## config.mk

```make
export PLATFORM = sky130hd
export DESIGN_NAME = pal_fuse_loader
export DESIGN_NICKNAME = d
export VERILOG_FILES = /design/src/rtl/pal_fuse_loader.sv
export SDC_FILE = /design/constraint.sdc
export NUM_CORES = 1
export LEC_CHECK = 0
export CORE_MARGIN = 10
export CORE_UTILIZATION = 40
export DETAILED_ROUTE_END_ITERATION = 16
export HOLD_SLACK_MARGIN = 0.12
export PLACE_DENSITY = 0.71
export RECOVER_POWER = 25
export SETUP_SLACK_MARGIN = 0.2
export SLEW_MARGIN = 15
export SYNTH_ARGS = -nofsm -noshare
export SYNTH_HDL_FRONTEND = slang
export SYNTH_SLANG_ARGS = --single-unit
```

## constraint.sdc

```tcl
create_clock -name clk -period 2.9 [get_ports clk]
set_input_delay 0.58 -clock clk [delete_from_list [all_inputs] [get_ports clk]]
set_output_delay 0.58 -clock clk [all_outputs]
set_load 0.05 [all_outputs]
```

## src/rtl/pal_fuse_loader.sv

```systemverilog
// pal_fuse_loader: serial fuse bitstream loader for the PAL fabric.
// Bits shift into a shadow register over cfg_valid/cfg_ready and the full
// word is committed atomically to config_out, so the planes keep running on
// the previous configuration while a new one loads.
// Optional feature macro: PAL_FUSE_PARITY_EN (appends one even-parity bit to
// every load; a bad parity aborts the commit and raises sticky cfg_error).
module pal_fuse_loader #(
  parameter int CFG_LEN   = 64,
  parameter int MSB_FIRST = 1
) (
  input  logic               clk,
  input  logic               rst,
  input  logic               cfg_start,
  input  logic               cfg_data,
  input  logic               cfg_valid,
  output logic               cfg_ready,
  output logic [CFG_LEN-1:0] config_out,
  output logic               config_valid,
  output logic               load_done,
  output logic               busy,
  output logic               cfg_error
);

  localparam int CW = $clog2(CFG_LEN + 1);

  typedef enum logic [1:0] {IDLE, SHIFT, CHECK, COMMIT} state_t;

  state_t             state, state_nxt;
  logic [CFG_LEN-1:0] shadow, shadow_shifted;
  logic [CW-1:0]      cnt;
  logic               restart;
  logic               shift_en;
  logic               last_bit;

  // Restart beats a coincident data bit, so a bit is taken only without cfg_start.
  assign shift_en = (state == SHIFT) && cfg_valid && !cfg_start;
  assign last_bit = (cnt == CW'(CFG_LEN - 1));

  generate
    if (MSB_FIRST != 0) begin : g_msb
      assign shadow_shifted = {shadow[CFG_LEN-2:0], cfg_data};
    end else begin : g_lsb
      assign shadow_shifted = {cfg_data, shadow[CFG_LEN-1:1]};
    end
  endgenerate

  // State register.
  always_ff @(posedge clk) begin
    if (rst) state <= IDLE;
    else     state <= state_nxt;
  end

  // Next-state and handshake/status outputs.
  always_comb begin
    state_nxt = state;
    cfg_ready = 1'b0;
    busy      = 1'b0;
    load_done = 1'b0;
    restart   = 1'b0;
    case (state)
      IDLE: begin
        if (cfg_start) begin
          restart   = 1'b1;
          state_nxt = SHIFT;
        end
      end
      SHIFT: begin
        cfg_ready = 1'b1;
        busy      = 1'b1;
        if (cfg_start) begin
          restart = 1'b1;
        end else if (cfg_valid && last_bit) begin
`ifdef PAL_FUSE_PARITY_EN
          state_nxt = CHECK;
`else
          state_nxt = COMMIT;
`endif
        end
      end
      CHECK: begin
`ifdef PAL_FUSE_PARITY_EN
        cfg_ready = 1'b1;
        busy      = 1'b1;
        if (cfg_start) begin
          restart   = 1'b1;
          state_nxt = SHIFT;
        end else if (cfg_valid) begin
          state_nxt = (^{shadow, cfg_data}) ? IDLE : COMMIT;
        end
`else
        state_nxt = IDLE;
`endif
      end
      COMMIT: begin
        load_done = 1'b1;
        state_nxt = IDLE;
      end
      default: state_nxt = IDLE;
    endcase
  end

  // Shadow/counter datapath and the atomic commit of the fuse vector.
  always_ff @(posedge clk) begin
    if (rst) begin
      shadow       <= '0;
      cnt          <= '0;
      config_out   <= '0;
      config_valid <= 1'b0;
    end else begin
      if (restart) begin
        shadow <= '0;
        cnt    <= '0;
      end else if (shift_en) begin
        shadow <= shadow_shifted;
        cnt    <= cnt + 1'b1;
      end
      if (state == COMMIT) begin
        config_out   <= shadow;
        config_valid <= 1'b1;
      end
    end
  end

`ifdef PAL_FUSE_PARITY_EN
  // Sticky parity error: set on a bad parity bit, cleared by the next start.
  always_ff @(posedge clk) begin
    if (rst)
      cfg_error <= 1'b0;
    else if (restart)
      cfg_error <= 1'b0;
    else if (state == CHECK && cfg_valid && ^{shadow, cfg_data})
      cfg_error <= 1'b1;
  end
`else
  assign cfg_error = 1'b0;
`endif

endmodule

```

==> flow_summary.yaml, run 1 <==
sta:
  tns_ps: 0
  slew_headroom_pct: 13.4
  drv_slew: 0
  min_period_over_period_pct: 85.4
  rsz0062_at_grt: "false"
  finalCriticalPeriod_ps: 2480
  max_clock_freq_ghz: 0.404
  whs_ps: 451
  tightestPinTransition_ps: 1300
  setup_viol: 0
  hold_violations: 0
  finClkSkew_ps: 6.14
floorplan:
  core_area_um2: 11900
  initial_core_util_pct: 40.5
  placementRows: 40
  ios: 74
  fp.dieW_um: 130
  die_area_um2: 16800
  fp.dieH_um: 130
global_route:
  grt_max_degree: 71
  grt-ovfl-total: 0
  grt_use_total_pct: 12.6
  grt_pass1_wl_um: 17300
  grt_pass1_vias: 3705
  antenna_found_initial: 0
logic_synthesis:
  synth_top_area_share_pct: 57.3
  synthDistinctLibCells: 27
  ys_ff_latch: 138
  yosysMostFrequentCell: "nand2_1"
  netlist_area_um2: 4820
  synthTopCellsByArea: "dfxtp_1 57%, nand2_1 20%, a21oi_1 14%"
  synthesis.instances: 612
  syn-num-nets: 618
  synth_area_per_cell_um2: 7.88
  synth_edf_count: 0
  ys_seq_area_share_pct: 57.3
  synth_common_cells: "262 x nand2_1, 138 x dfxtp_1, 133 x a21oi_1, 30 x clkbuf_1, 8 x buf_2"
  synth_top_area_cell: "dfxtp_1"
  synth_warnings: 0
  async_flop_share_pct: 0
  synthFlopType: "dfxtp_1"
clock_network:
  clock_tree.root_cell: "clkbuf_16"
  clock_path_buffers: 2
  worst_skew_pair.late_latency_ps: 410
  ctsHoldBuffers: 0
  cts_sinks: 138
  clk_pin_slew_ps: 60
  htreeDepth: 4
  cts_buffers: 17
  cts_resized: 0
  cts_tree: "done"
  postCtsSetupBuffers: 0
job:
  cap_violations: 0
worst_hold_path:
  hold_path.class: "register to register"
  hold_depth: 2
drt:
  viasPerCell: 4.79
  drt-initial-drc-count: 286
  antenna_left: 0
  wl_per_cell_um: 12.6
  wl_um: 10300
  drc: 0
  num_vias: 3940
  firstDrtPassIters: 4
finish:
  fin_nets: 669
  synthToLayoutAreaGrowth_pct: 29.2
  drive_above_1_share_pct: 6.51
  antenna_cells: 0
  fillers: 1141
run_status:
  status: "finished clean"
worst_setup_path:
  critPathMaxStageDelay_ps: 960
  required_ps: 3180
  crit_path_max_fanout: 68
  crit_type: "primary input to register"
  slowest_stage: "clkbuf_2"
  crit_path_end_kind: "register"
  critPathArrivalTime_ps: 2750
  path_cells: "dlygate4sd3_1, and4bb_2, clkbuf_2, a21o_1, a21oi_1"
  reg2reg_depth: 4
  critPathLaunchType: "primary input"
power_and_ir_drop:
  power_mw: 4.24
  ir_drop_mv: 0.361
  p_per_area_nw_per_um2: 682
  leakagePower_nw: 1.97
placement:
  dp.final_hpwl_um: 6450
  portBuffers: 72
  routabilityCongestion: 0.744
[cell type report]
cell class	count	area (µm²)	share of cell area, %
Tap cell	147	184	2.95
Inverter	5	18.8	0.301
Multi-Input combinational cell	422	1850	29.7
Timing Repair Buffer	79	786	12.6
Clock buffer	20	457	7.34
Clock inverter	12	171	2.75
Sequential cell	138	2760	44.4
[logic make-up (layout without fill, tap and decap cells)]
group,count (synthesis),in the layout,synth area share [%]
AND/OR/NAND/NOR,278,278,22.4
adder cells (fa/ha/maj),1,1,0.260
AO/OA/AOI/OAI,140,140,14.9
XOR/XNOR,1,1,0.182
flip-flops,138,138,57.3
buffers and inverters,52,116,4.65
other,1,1,0.0778
multiplexers,1,1,0.208
[stage by stage]
stage          area (µm²)  worst slack (ps)  instances  util (%)
2_1_floorplan        4820               850        612         -
3_3_place_gp         5630               789        791      47.3
3_5_place_dp         5630               736        791      47.3
4_1_cts              6260               405        823      52.6
5_1_grt              6230               309        823      52.3
6_report             6230               424        823      52.3
[layer usage]
layer	routed length [µm]	vias to the layer above	track usage, %	part of all wire (%)
li1	-	2075	-	-
met1	4370	1793	13.3	42
met2	5290	61	22.3	51
met3	536	11	4.14	5.2
met4	149	0	5.75	1.4
met5	0	-	0	0
[placed cells by master (no fill, tap or decap), types with 2 or more instances in the layout]
cell,netlist,routed
bufinv_16,0,4
or4_1,3,3
clkinv_2,0,4
clkbuf_2,0,2
buf_4,3,4
clkdlybuf4s50_1,0,69
a21oi_1,133,133
nand3_1,3,3
inv_1,4,4
dfxtp_1,138,138
nor2_1,5,5
clkinvlp_4,0,3
o31ai_1,3,3
buf_12,0,2
clkbuf_8,0,2
clkbuf_16,0,17
nand2_1,262,261
[power breakdown]
group / internal (mW) / switching, mW
clock: 1.48 / 0.785
sequential: 1.90 / 0.00166
combinational: 0.0164 / 0.0633
total: 3.39 / 0.850
[critical path, delay by kind of cell]
family,cells,cell delay (ps)
compound gates,2,300
buf+inv,2,1560
simple gates,1,310
[flip-flops by register name (all words and copies together) (netlist names)]
| register | flops |
|---|---|
| config_valid | 1 |
| shadow | 64 |
| cnt | 7 |
| config_out | 64 |
| state | 2 |
[path summary, 6_finish.rpt]
check / startpoint / end / slack [ps]
worst max-delay path: cfg_start / cnt[2] / 420
worst min register to register: config_out[37] / config_out[37] / 450
worst max register to register: state[1] / cnt[2] / 780
worst min-delay path: config_out[37] / config_out[37] / 450
Note: power is estimated with default switching activity, not from simulation.
==> run 2: changes to the inputs <==
--- a/config.mk
+++ b/config.mk
@@ -7,6 +7,7 @@
 export LEC_CHECK = 0
 export CORE_MARGIN = 10
 export CORE_UTILIZATION = 40
+export CTS_CLUSTER_DIAMETER = 80
 export DETAILED_ROUTE_END_ITERATION = 16
 export HOLD_SLACK_MARGIN = 0.12
 export PLACE_DENSITY = 0.71
==> results of run 2 <==
Final layout, timing and power as in run 1 (identical DEF).
